`config.mk`:
```
export PLATFORM = sky130hd
export DESIGN_NAME = sram_like_resp
export DESIGN_NICKNAME = d
export VERILOG_FILES = /design/src/rtl/sram_if_pkg.sv /design/src/rtl/sram_strobe_gen.sv /design/src/rtl/sram_like_resp.sv
export SDC_FILE = /design/constraint.sdc
export NUM_CORES = 1
export LEC_CHECK = 0
export BUFFER_PORTS_ARGS = -buffer_cell sky130_fd_sc_hd__buf_2
export CAP_MARGIN = 25
export CORE_UTILIZATION = 30
export CTS_BUF_LIST = sky130_fd_sc_hd__clkbuf_4
export DETAILED_ROUTE_END_ITERATION = 10
export SYNTH_ARGS = -nofsm -noshare
export SYNTH_HDL_FRONTEND = slang
export SYNTH_SLANG_ARGS = --single-unit
```
`constraint.sdc`:
```
create_clock -name clk -period 3.16 [get_ports clk]
set_input_delay 0.948 -clock clk [delete_from_list [all_inputs] [get_ports clk]]
set_output_delay 0.948 -clock clk [all_outputs]
set_load 0.02 [all_outputs]
```
`src/rtl/sram_if_pkg.sv`:
```
// Package: sram_if_pkg
//   Shared definitions for the sram-like data-memory responder: FSM state
//   encodings, access size codes and the wait-state counter width.
package sram_if_pkg;

  typedef enum logic [1:0] {
    S_IDLE   = 2'd0,
    S_WAIT   = 2'd1,
    S_ACCESS = 2'd2,
    S_RESP   = 2'd3
  } state_t;

  localparam logic [1:0] SZ_BYTE = 2'd0;
  localparam logic [1:0] SZ_HALF = 2'd1;
  localparam logic [1:0] SZ_WORD = 2'd2;

  localparam int CNT_W = 4;

endpackage

```
`src/rtl/sram_strobe_gen.sv`:
```
// Module: sram_strobe_gen
//   Combinational byte-lane strobe decode for the sram-like responder.
// Ports:
//   size     in  2  access size (0 byte, 1 half, 2 word, 3 reserved = word)
//   addr_lo  in  2  low byte-address bits
//   wr       in  1  1 = write; strobes are forced to zero for reads
//   wen      out 4  SRAM byte write enables
//   misalign out 1  half access with addr[0] set, or word access with addr[1:0] nonzero
module sram_strobe_gen
  import sram_if_pkg::*;
(
  input  logic [1:0] size,
  input  logic [1:0] addr_lo,
  input  logic       wr,
  output logic [3:0] wen,
  output logic       misalign
);

  logic [3:0] strb;

  always_comb begin
    strb     = 4'b1111;
    misalign = 1'b0;
    case (size)
      SZ_BYTE: strb = 4'b0001 << addr_lo;
      SZ_HALF: begin
        // addr[0] is ignored for lane selection; it only feeds the misalign flag.
        strb     = 4'b0011 << {addr_lo[1], 1'b0};
        misalign = addr_lo[0];
      end
      default: begin
        // Word and the reserved code both cover all four lanes.
        strb     = 4'b1111;
        misalign = |addr_lo;
      end
    endcase
    wen = wr ? strb : 4'b0000;
  end

endmodule

```
`src/rtl/sram_like_resp.sv`:
```
// Module: sram_like_resp
//   Responder end of the CPU sram-like data-memory interface (req/addr_ok/data_ok).
//   Accepts one request at a time, optionally stalls WAIT_CYCLES cycles, strobes a
//   synchronous single-port SRAM (1-cycle read latency) for one cycle, then returns
//   a one-cycle data_ok pulse. A new request may be accepted in the response cycle.
// Configuration macro:
//   SRAM_RESP_MISALIGN_CHK_EN - adds output err; misaligned half/word accesses
//   raise err with data_ok, writes are suppressed and reads return zero.
// Ports:
//   clk, resetn            clock (posedge) and asynchronous active-low reset
//   req, wr, size, addr, wdata   request from the MEM stage
//   addr_ok                request accepted when req & addr_ok
//   data_ok, rdata         completion pulse and read word (zero when data_ok=0)
//   ram_en, ram_wen, ram_addr, ram_wdata   SRAM strobe, lanes, word address, data
//   ram_rdata              SRAM read data, valid the cycle after ram_en
//   err                    misalignment flag (only with SRAM_RESP_MISALIGN_CHK_EN)
module sram_like_resp
  import sram_if_pkg::*;
#(
  parameter int ADDR_W      = 32,
  parameter int WAIT_CYCLES = 0
) (
  input  logic              clk,
  input  logic              resetn,
  input  logic              req,
  input  logic              wr,
  input  logic [1:0]        size,
  input  logic [ADDR_W-1:0] addr,
  input  logic [31:0]       wdata,
  output logic              addr_ok,
  output logic              data_ok,
  output logic [31:0]       rdata,
  output logic              ram_en,
  output logic [3:0]        ram_wen,
  output logic [ADDR_W-1:0] ram_addr,
  output logic [31:0]       ram_wdata,
  input  logic [31:0]       ram_rdata
`ifdef SRAM_RESP_MISALIGN_CHK_EN
  ,
  output logic              err
`endif
);

  localparam logic [CNT_W-1:0] WAIT_INIT = CNT_W'(WAIT_CYCLES);
  localparam state_t S_FIRST = (WAIT_CYCLES > 0) ? S_WAIT : S_ACCESS;

  state_t            state, state_nxt;
  logic              accept;
  logic              lat_wr;
  logic [1:0]        lat_size;
  logic [ADDR_W-1:0] lat_addr;
  logic [31:0]       lat_wdata;
  logic [CNT_W-1:0]  cnt;
  logic [3:0]        strb_wen;
  logic              misalign;
  logic [ADDR_W-1:0] src_addr;
  logic [31:0]       src_wdata;

  sram_strobe_gen u_strobe (
    .size     (lat_size),
    .addr_lo  (lat_addr[1:0]),
    .wr       (lat_wr),
    .wen      (strb_wen),
    .misalign (misalign)
  );

  always_ff @(posedge clk or negedge resetn) begin
    if (!resetn) state <= S_IDLE;
    else         state <= state_nxt;
  end

  always_comb begin
    state_nxt = state;
    addr_ok   = 1'b0;
    data_ok   = 1'b0;
    ram_en    = 1'b0;
    accept    = 1'b0;
    case (state)
      S_IDLE: begin
        addr_ok = 1'b1;
        if (req) begin
          accept    = 1'b1;
          state_nxt = S_FIRST;
        end
      end
      S_WAIT: begin
        if (cnt <= 4'd1) state_nxt = S_ACCESS;
      end
      S_ACCESS: begin
        ram_en    = 1'b1;
        state_nxt = S_RESP;
      end
      default: begin
        addr_ok = 1'b1;
        data_ok = 1'b1;
        if (req) begin
          accept    = 1'b1;
          state_nxt = S_FIRST;
        end else begin
          state_nxt = S_IDLE;
        end
      end
    endcase
  end

`ifdef SRAM_RESP_MISALIGN_CHK_EN
  assign ram_wen = (ram_en && !misalign) ? strb_wen : 4'b0000;
  assign rdata   = (data_ok && !misalign) ? ram_rdata : 32'h0;
  assign err     = data_ok & misalign;
`else
  logic misalign_unused;
  assign misalign_unused = misalign;
  assign ram_wen = ram_en ? strb_wen : 4'b0000;
  assign rdata   = data_ok ? ram_rdata : 32'h0;
`endif

  // Request latch and wait counter
  always_ff @(posedge clk or negedge resetn) begin
    if (!resetn) begin
      lat_wr    <= 1'b0;
      lat_size  <= 2'd0;
      lat_addr  <= '0;
      lat_wdata <= 32'h0;
      cnt       <= '0;
    end else if (accept) begin
      lat_wr    <= wr;
      lat_size  <= size;
      lat_addr  <= addr;
      lat_wdata <= wdata;
      cnt       <= WAIT_INIT;
    end else if (state == S_WAIT) begin
      cnt <= cnt - 4'd1;
    end
  end

  // With no wait states ACCESS follows the accept directly, so the SRAM address
  // must come from the live request rather than the latch being written.
  assign src_addr  = accept ? addr  : lat_addr;
  assign src_wdata = accept ? wdata : lat_wdata;

  // SRAM address/data are loaded only on entry to ACCESS so they hold otherwise
  always_ff @(posedge clk or negedge resetn) begin
    if (!resetn) begin
      ram_addr  <= '0;
      ram_wdata <= 32'h0;
    end else if (state_nxt == S_ACCESS) begin
      ram_addr  <= {src_addr[ADDR_W-1:2], 2'b00};
      ram_wdata <= src_wdata;
    end
  end

endmodule
```
== Word level (Yosys, flattened, before mapping) ==
Index checks and enable logic that the tools add are counted.
Storage, ports and cells
  word-level logic and storage cells: 39
  ROM bits: 0
  bits in registers: 135
  bits in writable memories: 0
  bits in latches: 0
  memories: 0
Cells by class
  multiplexer cells: 17
  magnitude comparators: 1
  $mul: 0
  shift operators: 2
  div/mod/pow operators: 0
  eq/ne operators: 4
  add/subtract/negate cells: 1
  reduce and logical (&&, ||, !) cells: 5
  bitwise operators: 0
Operators with widths (count)
  $mux W32: 3
  $mux W4: 4
  $pmux W4 S2: 1
  $mux W2: 3
  $pmux W2 S3: 1
  $mux W1: 5
  $eq A2 B1 Y1 const B: 2
  $eq A2 B2 Y1 const B: 2
  $le A4 B1 Y1 const B: 1
  $logic_not A2 Y1: 2
  $shl A1 B2 Y4 const A: 1
  $shl A2 B2 Y4 const A: 1
  $sub A4 B1 Y4 const B: 1
  $reduce_or A3 Y1: 1
  $reduce_bool A2 Y1: 1
  $reduce_or A2 Y1: 1

== Depth between registers and ports, before layout ==
Gate-level depths: netlist of the first run.
  word-level depth: 4
  gate-level depth with buffers: 9

== By module ==
Synthesis of the first run repeated with hierarchy kept, for this count alone.
Unflattened totals
  cells, all modules: 376
  area total of the unflattened synthesis: 5851.9 sq um
Modules (own cells, without submodules)
  sram_like_resp: area an instance 5793.1 sq um, seq. area each 3378.2 sq um, times used 1, cells each 364
  sram_strobe_gen: area an instance 58.8 sq um, seq. area each 0.0 sq um, times used 1, cells each 12

== Worst setup path after synthesis of the first run ==
No wires, ideal clock.
  kind: register to output
  start point: reg state[0]
  end point: out rdata[23]
  data arrival time: 1.458 ns
  stages on the path, launching flop included: 5
  data required time: 2.212 ns
  setup slack: 0.754 ns
  path through: dfrtp_1 -> ha_1 -> clkbuf_1 -> clkbuf_1 -> and2_1
On the way
  longest elaborated chain between the ends: 3
Ends and longest elaborated chain
  start, declared: RTL line sram_like_resp.sv:47  | state_t state, state_nxt;
  start signal, assigned: RTL line sram_like_resp.sv:69  | else state <= state_nxt;
  $eq A2 B1 Y1 (tied with other cells): RTL line sram_like_resp.sv:78  | case (state)
  $reduce_or A3 Y1 (no source line) (*)
  $mux W32 (*): RTL line sram_like_resp.sv:114  | assign rdata = data_ok ? ram_rdata : 32'h0;
  end, declared: RTL line sram_like_resp.sv:32  | output logic [31:0] rdata,
Mark *: on every way between the ends. The rest lies on a longest branch, timed or not.

== Worst setup path after layout of the first run ==
  start point: reg state[0]
  end point: out rdata[16]
Same word-level chain as after synthesis.

==> impl_metrics.csv, run 1 <==
group,metric,value,unit
layout,layout_common_cells,"buf_2, dfrtp_1, mux2_2, and2_1, clkbuf_4",
timing,setup_violations,0,
critical_path,crit_path_start_kind,"flip-flop",
floorplanning,std_cell_rows,49,
timing,whs,0.306,ns
layout,nNetsFinal,688,
clock_tree,clockRootBuffer,"clkbuf_4",
layout,final_common_cell,"buf_2",
timing,max_freq,0.343,GHz
yosys,syn_inst,372,
yosys,synth_top_area_cell,"dfrtp_1",
clock_tree,cts_tree,"built",
floorplanning,die_y,138,microns
critical_path,cp-end-kind,"primary output",
layout,seq_area,0.00338,sq mm
layout,drive_gt1_share,61.6,%
critical_path,cp_max_fo,33,
layout,multiInputGateArea,0.00199,sq mm
layout,syn_to_final_growth,28.8,%
clock_tree,clock_sinks,135,
critical_path,worst_ep_required_time,2.21,ns
placement,io_buffers,202,
clock_tree,insertion_delay,0.54,ns
floorplanning,ios,205,
detailed_routing,wl,11.7,mm
critical_path,reg2reg_from,"state[1]",
placement,gp_congestion,0.724,
detailed_routing,viasPerCell,4.47,
detailed_routing,dr.pass1.iters,4,
timing,hold_violations,0,
detailed_routing,drc,0,
timing,grt_setup_unrepaired,"false",
layout,fin_util,39.5,%
critical_path,crit_type,"flip-flop to primary output",
yosys,yosysTopAreaCellShare,61.1,%
timing,fin_crit,2.91,ns
power_and_ir_drop,leakage,3.42,nW
clock_tree,postCtsSetupBuffers,0,
timing,drv_slew,0,
timing,skew,0.0174,ns
yosys,ys_warn_count,0,
timing,setup_tns,0,ns
yosys,syn_area,0.00553,sq mm
clock_tree,cts_buffers,17,
detailed_routing,vias,3671,
global_route,antenna_found_initial,0,
clock_tree,htree_levels,4,
detailed_routing,wl_per_cell,14.3,microns
global_route,grt_pass1_vias,3702,
critical_path,timing.rr.end,"ram_wdata[19]",
floorplanning,die_area,0.0190,sq mm
job,maxCapViolCount,0,
clock_tree,clkTransAtPathRegs,0.13,ns
layout,antenna_cells,0,
detailed_routing,initialDrtViolationCount,100,
critical_path,rrSetupSlack,0.60,ns
layout,nFillCells,1749,
yosys,syn_avg_cell_area,14.9,sq um
global_route,grt_max_degree,73,
power_and_ir_drop,ir_drop,1110,uV
yosys,synth_cell_type_count,27,
clock_tree,clk_path_buf_depth,2,
power_and_ir_drop,p_per_area,1180,mW/mm^2
placement,hpwl,8.34,mm
floorplanning,fp.coreArea,0.0180,sq mm
critical_path,worstPathArrival,1.96,ns
yosys,yosys-top-cells-area,"dfrtp_1, mux2_2, and2_1, ha_1, buf_6",
yosys,yosysSeqAreaShare,61.1,%
timing,fin_crit_sh,92.1,%
run_status,status,"finished clean",
detailed_routing,ant_nets,0,
floorplanning,floorplan.initialDensity,30.7,%
critical_path,worst_r2r_path_depth,7,
worst_hold_path,hp-class,"input port to async pin",
yosys,ys_ff_latch,135,
global_route,grt_pass1_wl,18.1,mm
floorplanning,die_w,138,microns
global_route,grt_overflow_total,0,
global_route,grt_use_total,12.7,%
## final cells by class
class / count / share of cell area (%)
sequential: 135 / 47.5
multi-input combinational: 211 / 28.0
inverter: 7 / 0.369
clock buffer: 17 / 1.79
tap: 229 / 4.03
timing repair buffer: 208 / 15.3
clock inverter: 15 / 3.04
## metrics by stage
stage | setup WS, ns | total power [mW] | cell area [sq um] | cells
6_report | 0.249 | 8.42 | 7120 | 822
5_1_grt | 0.0415 | 9.04 | 7120 | 822
4_1_cts | 0.117 | 8.59 | 7110 | 822
3_5_place_dp | 0.602 | 7.21 | 6770 | 790
3_3_place_gp | 0.619 | 7.02 | 6770 | 790
2_1_floorplan | 0.754 | 6.13 | 5530 | 373
## synth_stat cells
master / n
a211o_1: 1
a211oi_1: 2
a21oi_1: 6
a221oi_4: 1
a22o_1: 1
and2_1: 32
buf_2: 7
buf_4: 3
buf_6: 6
clkbuf_1: 4
conb_1: 1
dfrtp_1: 135
ha_1: 6
inv_1: 7
mux2_1: 5
mux2_2: 123
nand2_1: 4
nand2b_1: 2
nor2_1: 12
nor4b_1: 2
o21ai_0: 4
o21bai_1: 1
o22ai_1: 1
o31a_1: 1
or3_1: 2
xnor2_1: 2
xor2_1: 1
## how the worst max path moves through the flow
stage                  start            end  cells after the start
global route        state[0]     ram_wen[1]                      5
detailed placement       req  ram_wdata[24]                      7
global placement         req  ram_wdata[22]                      7
CTS                 state[0]      rdata[16]                      4
finish              state[0]      rdata[16]                      4
floorplan           state[0]      rdata[23]                      4
## metal layers
layer / part of all wire [%] / vias to the layer above / GRT usage (%)
li1: - / 1696 / -
met1: 39 / 1817 / 13.8
met2: 52 / 146 / 22.3
met3: 8.2 / 12 / 4.27
met4: 1.3 / 0 / 5.74
met5: 0 / - / 0
## flip-flops by register name (all words and copies together) (netlist names)
signal,flops
lat_wdata,32
lat_addr,32
lat_wr,1
cnt,4
state,2
ram_wdata,32
ram_addr,30
lat_size,2
## kinds of logic (layout without fill, tap and decap cells)
family | after synthesis | after routing | share of synthesized area, %
and+or+nand+nor | 54 | 54 | 5.48
AOI/OAI and AO/OA | 18 | 18 | 2.38
DFF | 135 | 135 | 61.1
muxes | 128 | 128 | 26.1
buffers and inverters | 27 | 247 | 3.01
adders and majority gates | 6 | 6 | 1.36
other | 1 | 2 | 0.0679
xor gates and xnor gates | 3 | 3 | 0.476
## power by group
group	internal, mW	leakage, nW	switching, mW
Combinational	1.96	1.65	2.13
Clock	0.649	0.176	0.690
Sequential	2.64	1.60	0.351
Total	5.25	3.42	3.17
## repair_timing
item | CTS | global route
hold buffers | 0 | 0
resized for setup | 0 | 1
endpoints found under the setup margin | 0 | 1
## worst max-delay path, cell delays in order, from the launching register on
cell and delay, ns:
dfrtp_1 0.45, ha_1 0.35, buf_6 0.24, and2_1 0.21, buf_2 0.19
Note: power is estimated with default switching activity, not from simulation.
==> inputs of run 2 (changes only) <==
--- a/config.mk
+++ b/config.mk
@@ -5,11 +5,11 @@
 export SDC_FILE = /design/constraint.sdc
 export NUM_CORES = 1
 export LEC_CHECK = 0
-export BUFFER_PORTS_ARGS = -buffer_cell sky130_fd_sc_hd__buf_2
 export CAP_MARGIN = 25
 export CORE_UTILIZATION = 30
 export CTS_BUF_LIST = sky130_fd_sc_hd__clkbuf_4
 export DETAILED_ROUTE_END_ITERATION = 10
+export DONT_BUFFER_PORTS = 1
 export SYNTH_ARGS = -nofsm -noshare
 export SYNTH_HDL_FRONTEND = slang
 export SYNTH_SLANG_ARGS = --single-unit
==> impl_metrics.csv, run 2 (synthesis gave the netlist of run 1 again) <==
group,metric,value,unit
layout,drive_gt1_share,42.2,%
timing,setup_tns,0,ns
critical_path,reg2reg_from,"state[1]",
timing,maxSlewHeadroom,65.0,%
detailed_routing,wl_per_cell,18.1,microns
layout,nFillCells,1751,
timing,worst_pin_slew,0.523,ns
critical_path,crit_path_start_kind,"flip-flop",
power_and_ir_drop,p_int,4.64,mW
global_route,grt_pass1_vias,3108,
timing,fin_crit,2.90,ns
layout,layout_common_cells,"dfrtp_1, mux2_2, and2_1, clkbuf_4, nor2_1",
timing,hold_violations,0,
placement,gp_congestion,0.665,
placement,io_buffers,0,
timing,setup_violations,0,
power_and_ir_drop,leakage,2.52,nW
run_status,status,"finished clean",
clock_tree,cts_buffers,17,
layout,final_common_cell,"dfrtp_1",
job,maxCapViolCount,0,
clock_tree,clock_sinks,135,
floorplanning,ios,205,
clock_tree,htree_levels,4,
power_and_ir_drop,p_comb_share,39.5,%
critical_path,rrSetupSlack,0.59,ns
detailed_routing,viasPerCell,4.68,
detailed_routing,initialDrtViolationCount,63,
timing,setup_ws,0.257,ns
placement,post-place-ws,0.537,ns
power_and_ir_drop,seqPwrFrac,46.9,%
critical_path,startpoint,"state[0]",
critical_path,timing.rr.end,"ram_addr[14]",
timing,skew,0.0232,ns
clock_tree,insertion_delay,0.52,ns
clock_tree,clkTransAtPathRegs,0.13,ns
global_route,antenna_found_initial,0,
floorplanning,die_w,138,microns
global_route,grt_overflow_total,0,
layout,syn_to_final_growth,9.15,%
power_and_ir_drop,p_per_area,1270,mW/mm^2
detailed_routing,ant_nets,0,
layout,antenna_cells,0,
critical_path,worst_r2r_path_depth,7,
timing,grt_setup_unrepaired,"false",
critical_path,cp-end-kind,"primary output",
power_and_ir_drop,power_frac_clock,13.6,%
timing,fin_crit_sh,91.9,%
timing,max_freq,0.344,GHz
floorplanning,die_area,0.0190,sq mm
floorplanning,std_cell_rows,49,
placement,hpwl,7.67,mm
detailed_routing,wl,11.2,mm
floorplanning,fp.coreArea,0.0180,sq mm
global_route,globalRouteMet3Util,5.74,%
layout,top_regs,"lat_addr (32), lat_wdata (32), ram_wdata (32)",
layout,multiInputGateArea,0.00201,sq mm
layout,nNetsFinal,486,
global_route,grt_pass1_wl,16.4,mm
critical_path,worst_ep_required_time,2.21,ns
timing,drv_slew,0,
layout,fin_util,33.5,%
worst_hold_path,hp-class,"input port to async pin",
critical_path,cp_max_fo,8,
clock_tree,clk_path_buf_depth,2,
critical_path,crit_type,"flip-flop to primary output",
global_route,grt-busiest-layer,"met2",
critical_path,worstPathArrival,1.96,ns
global_route,met2_usage,20.0,%
floorplanning,floorplan.initialDensity,30.7,%
global_route,met1_usage,12.5,%
clock_tree,clockRootBuffer,"clkbuf_4",
power_and_ir_drop,swShare,39.6,%
power_and_ir_drop,ir_drop,682,uV
clock_tree,cts_tree,"built",
detailed_routing,vias,2899,
detailed_routing,dr.pass1.iters,4,
layout,seq_area,0.00338,sq mm
global_route,grt_max_degree,136,
critical_path,endpoint,"ram_wen[1]",
global_route,grt_use_total,11.8,%
detailed_routing,drc,0,
floorplanning,die_y,138,microns
power_and_ir_drop,p_switching,3.04,mW
-- run 2: worst min-delay path by stage --
stage | from | endpoint | slack [ns] | depth (start not counted)
6_report | resetn | lat_addr[27] | 0.11 | 0
5_1_grt | resetn | lat_addr[27] | 0.004 | 0
4_1_cts | resetn | lat_wdata[9] | 0.02 | 0
3_5_place_dp | lat_wdata[0] | lat_wdata[0] | 0.48 | 1
3_3_place_gp | lat_wdata[0] | lat_wdata[0] | 0.48 | 1
2_1_floorplan | lat_addr[22] | lat_addr[22] | 0.47 | 1
-- run 2: cell type report --
| type | instances | share of cell area [%] |
|---|---|---|
| Clock buffer | 17 | 2.12 |
| Sequential cell | 135 | 56.0 |
| Timing Repair Buffer | 6 | 1.27 |
| Clock inverter | 15 | 2.12 |
| Tap cell | 229 | 4.75 |
| Inverter | 7 | 0.436 |
| Multi-Input combinational cell | 211 | 33.3 |
-- run 2: worst max-delay path: stages, from the launching register on --
cell	delay, ns
dfrtp_1	0.46
inv_1	0.11
ha_2	0.33
nand2_1	0.21
a21oi_2	0.33
-- run 2: repair_timing --
action                     4_1_cts  5_1_grt
hold endpoints to repair         0       12
gates resized for setup          1        5
hold buffers                     0        1
buffers inserted                 0        0
setup endpoints to repair        1       16
-- run 2: per-stage QoR --
step | hold slack [ns] | instance area, sq um | std cells | power (mW)
6_report | 0.112 | 6030 | 620 | 7.68
5_1_grt | 0.00419 | 6030 | 620 | 8.25
4_1_cts | 0.0193 | 6000 | 619 | 7.79
3_5_place_dp | 0.481 | 5750 | 587 | 6.72
3_3_place_gp | 0.476 | 5750 | 587 | 6.54
2_1_floorplan | 0.468 | 5530 | 373 | 6.13
-- run 2: layer usage --
metal	part of all wire [%]	up-vias
met1	37	1455
li1	-	1290
met3	10	11
met2	51	143
met4	1.3	0
met5	0	-
-- run 2: power groups by stage --
stage | clock [mW] | combinational, mW | sequential, mW
2_1_floorplan | 0 | 2.65 | 3.48
3_3_place_gp | 0 | 2.91 | 3.63
3_5_place_dp | 0 | 3.06 | 3.66
4_1_cts | 1.11 | 3.06 | 3.63
5_1_grt | 1.19 | 3.34 | 3.73
6_report | 1.04 | 3.03 | 3.60
==> inputs of run 3 (changes only) <==
==> constraint.sdc (replaced) <==
create_clock -name clk -period 3 [get_ports clk]
set_input_delay 0.9 -clock clk [delete_from_list [all_inputs] [get_ports clk]]
set_output_delay 0.9 -clock clk [all_outputs]
set_load 0.02 [all_outputs]
==> impl_metrics.csv, run 3 (synthesis gave the netlist of run 1 again) <==
group,metric,value,unit
clock_tree,postCtsSetupBuffers,0,
critical_path,max_stage_delay,0.48,ns
critical_path,reg2reg_from,"state[0]",
critical_path,rrSetupSlack,0.46,ns
layout,drive_gt1_share,42.8,%
layout,top_regs,"lat_addr (32), lat_wdata (32), ram_wdata (32)",
critical_path,worst-path-buf-inv,1,
global_route,grt_use_total,12.0,%
timing,max_freq,0.351,GHz
layout,final_common_cell,"dfrtp_1",
critical_path,worst_r2r_path_depth,8,
floorplanning,ios,205,
timing,hold_violations,0,
layout,nFillCells,1751,
timing,setup_violations,0,
global_route,met1_usage,11.9,%
global_route,globalRouteMet3Util,5.85,%
detailed_routing,wl,11.2,mm
critical_path,crit_path_start_kind,"flip-flop",
critical_path,path_cells,"inv_1, ha_2, nand2_2, a21oi_2",
layout,multiInputGateArea,0.00204,sq mm
global_route,grt_max_degree,136,
critical_path,critical-path-top-delay-family,"flip-flops",
timing,drv_slew,0,
job,maxCapViolCount,0,
global_route,grt-busiest-layer,"met2",
floorplanning,die_w,138,microns
clock_tree,clockRootBuffer,"clkbuf_4",
detailed_routing,ant_nets,0,
global_route,grt_pass1_wl,16.6,mm
critical_path,worst_ep_required_time,2.10,ns
layout,seq_area,0.00338,sq mm
clock_tree,cts_tree,"built",
detailed_routing,wl_per_cell,18.1,microns
clock_tree,clock_sinks,135,
clock_tree,clkTransAtPathRegs,0.13,ns
global_route,grt_pass1_vias,3109,
clock_tree,htree_levels,4,
detailed_routing,initialDrtViolationCount,63,
timing,fin_crit_sh,94.8,%
placement,io_buffers,0,
detailed_routing,dr.pass1.iters,4,
detailed_routing,viasPerCell,4.75,
clock_tree,cts_buffers,17,
critical_path,timing.rr.end,"ram_wdata[27]",
global_route,met2_usage,21.4,%
run_status,status,"finished clean",
critical_path,cp-end-kind,"primary output",
critical_path,worstPathArrival,1.95,ns
placement,hpwl,7.69,mm
clock_tree,clk_path_buf_depth,2,
power_and_ir_drop,leakage,2.56,nW
layout,nNetsFinal,485,
power_and_ir_drop,ir_drop,505,uV
floorplanning,std_cell_rows,49,
power_and_ir_drop,p_per_area,1370,mW/mm^2
timing,fin_crit,2.85,ns
floorplanning,die_area,0.0190,sq mm
detailed_routing,drc,0,
timing,skew,0.0244,ns
critical_path,cp_max_fo,8,
global_route,antenna_found_initial,0,
critical_path,crit_path_top_delay_cell,"dfrtp_1",
floorplanning,floorplan.initialDensity,30.7,%
worst_hold_path,hp-class,"input port to async pin",
timing,grt_setup_unrepaired,"true",
power_and_ir_drop,total_power,8.41,mW
floorplanning,fp.coreArea,0.0180,sq mm
global_route,grt_overflow_total,0,
layout,layout_common_cells,"dfrtp_1, mux2_2, and2_1, clkbuf_4, nor2_1",
timing,whs,0.0574,ns
placement,gp_congestion,0.673,
critical_path,crit_type,"flip-flop to primary output",
layout,syn_to_final_growth,11.1,%
clock_tree,insertion_delay,0.52,ns
detailed_routing,vias,2944,
floorplanning,die_y,138,microns
run 3: worst max-delay path by stage:
stage	depth (start not counted)	end	from	slack (ns)
finish	4	ram_wen[3]	state[0]	0.15
global route	4	ram_wen[0]	state[0]	-0.02
CTS	4	ram_wen[2]	state[0]	0.03
detailed placement	8	ram_addr[21]	state[0]	0.43
global placement	4	ram_wen[1]	state[0]	0.51
floorplan	4	rdata[23]	state[0]	0.64
run 3: power breakdown:
group | total, mW | internal, mW | switching [mW]
Combinational | 3.24 | 1.73 | 1.52
Clock | 1.36 | 0.680 | 0.684
Sequential | 3.80 | 2.78 | 1.02
run 3: per-layer routing:
layer	vias up	routed length, microns
li1	1285	-
met1	1504	4000
met2	146	5990
met3	9	1090
met4	0	136
met5	-	0
run 3: repair_timing:
item	CTS	global route
endpoints found under the hold margin	111	132
resized for setup	5	5
setup endpoints to repair	26	26
run 3: worst reg2reg max path: stages (launching register included):
cell,delay [ns]
dfrtp_1,0.50
inv_1,0.12
ha_2,0.30
o21ai_0,0.22
o31a_1,0.18
o22ai_1,0.11
a221oi_4,0.35
buf_12,0.24
mux2_2,0.40
run 3: cell type report:
type | instances | share of cell area [%]
diodes | 1 | 0.0408
clock buffers | 18 | 2.20
clock inverters | 14 | 3.20
inverters | 7 | 0.428
multi-input cells | 211 | 33.2
flip-flops and latches | 135 | 55.1
well taps | 229 | 4.67
repair buffers | 5 | 1.22
run 3: stage by stage:
| step | setup WS (ns) | setup TNS (ns) | instance area, sq um | std cells | util (%) |
|---|---|---|---|---|---|
| after CTS | 0.0349 | 0 | 6110 | 619 | 33.9 |
| after floorplan | 0.642 | 0 | 5530 | 373 | - |
| after detailed placement | 0.432 | 0 | 5760 | 587 | 31.9 |
| final | 0.155 | 0 | 6140 | 620 | 34.0 |
| after global placement | 0.507 | 0 | 5760 | 587 | 31.9 |
| after global routing | -0.0237 | -0.0460 | 6130 | 619 | 34.0 |
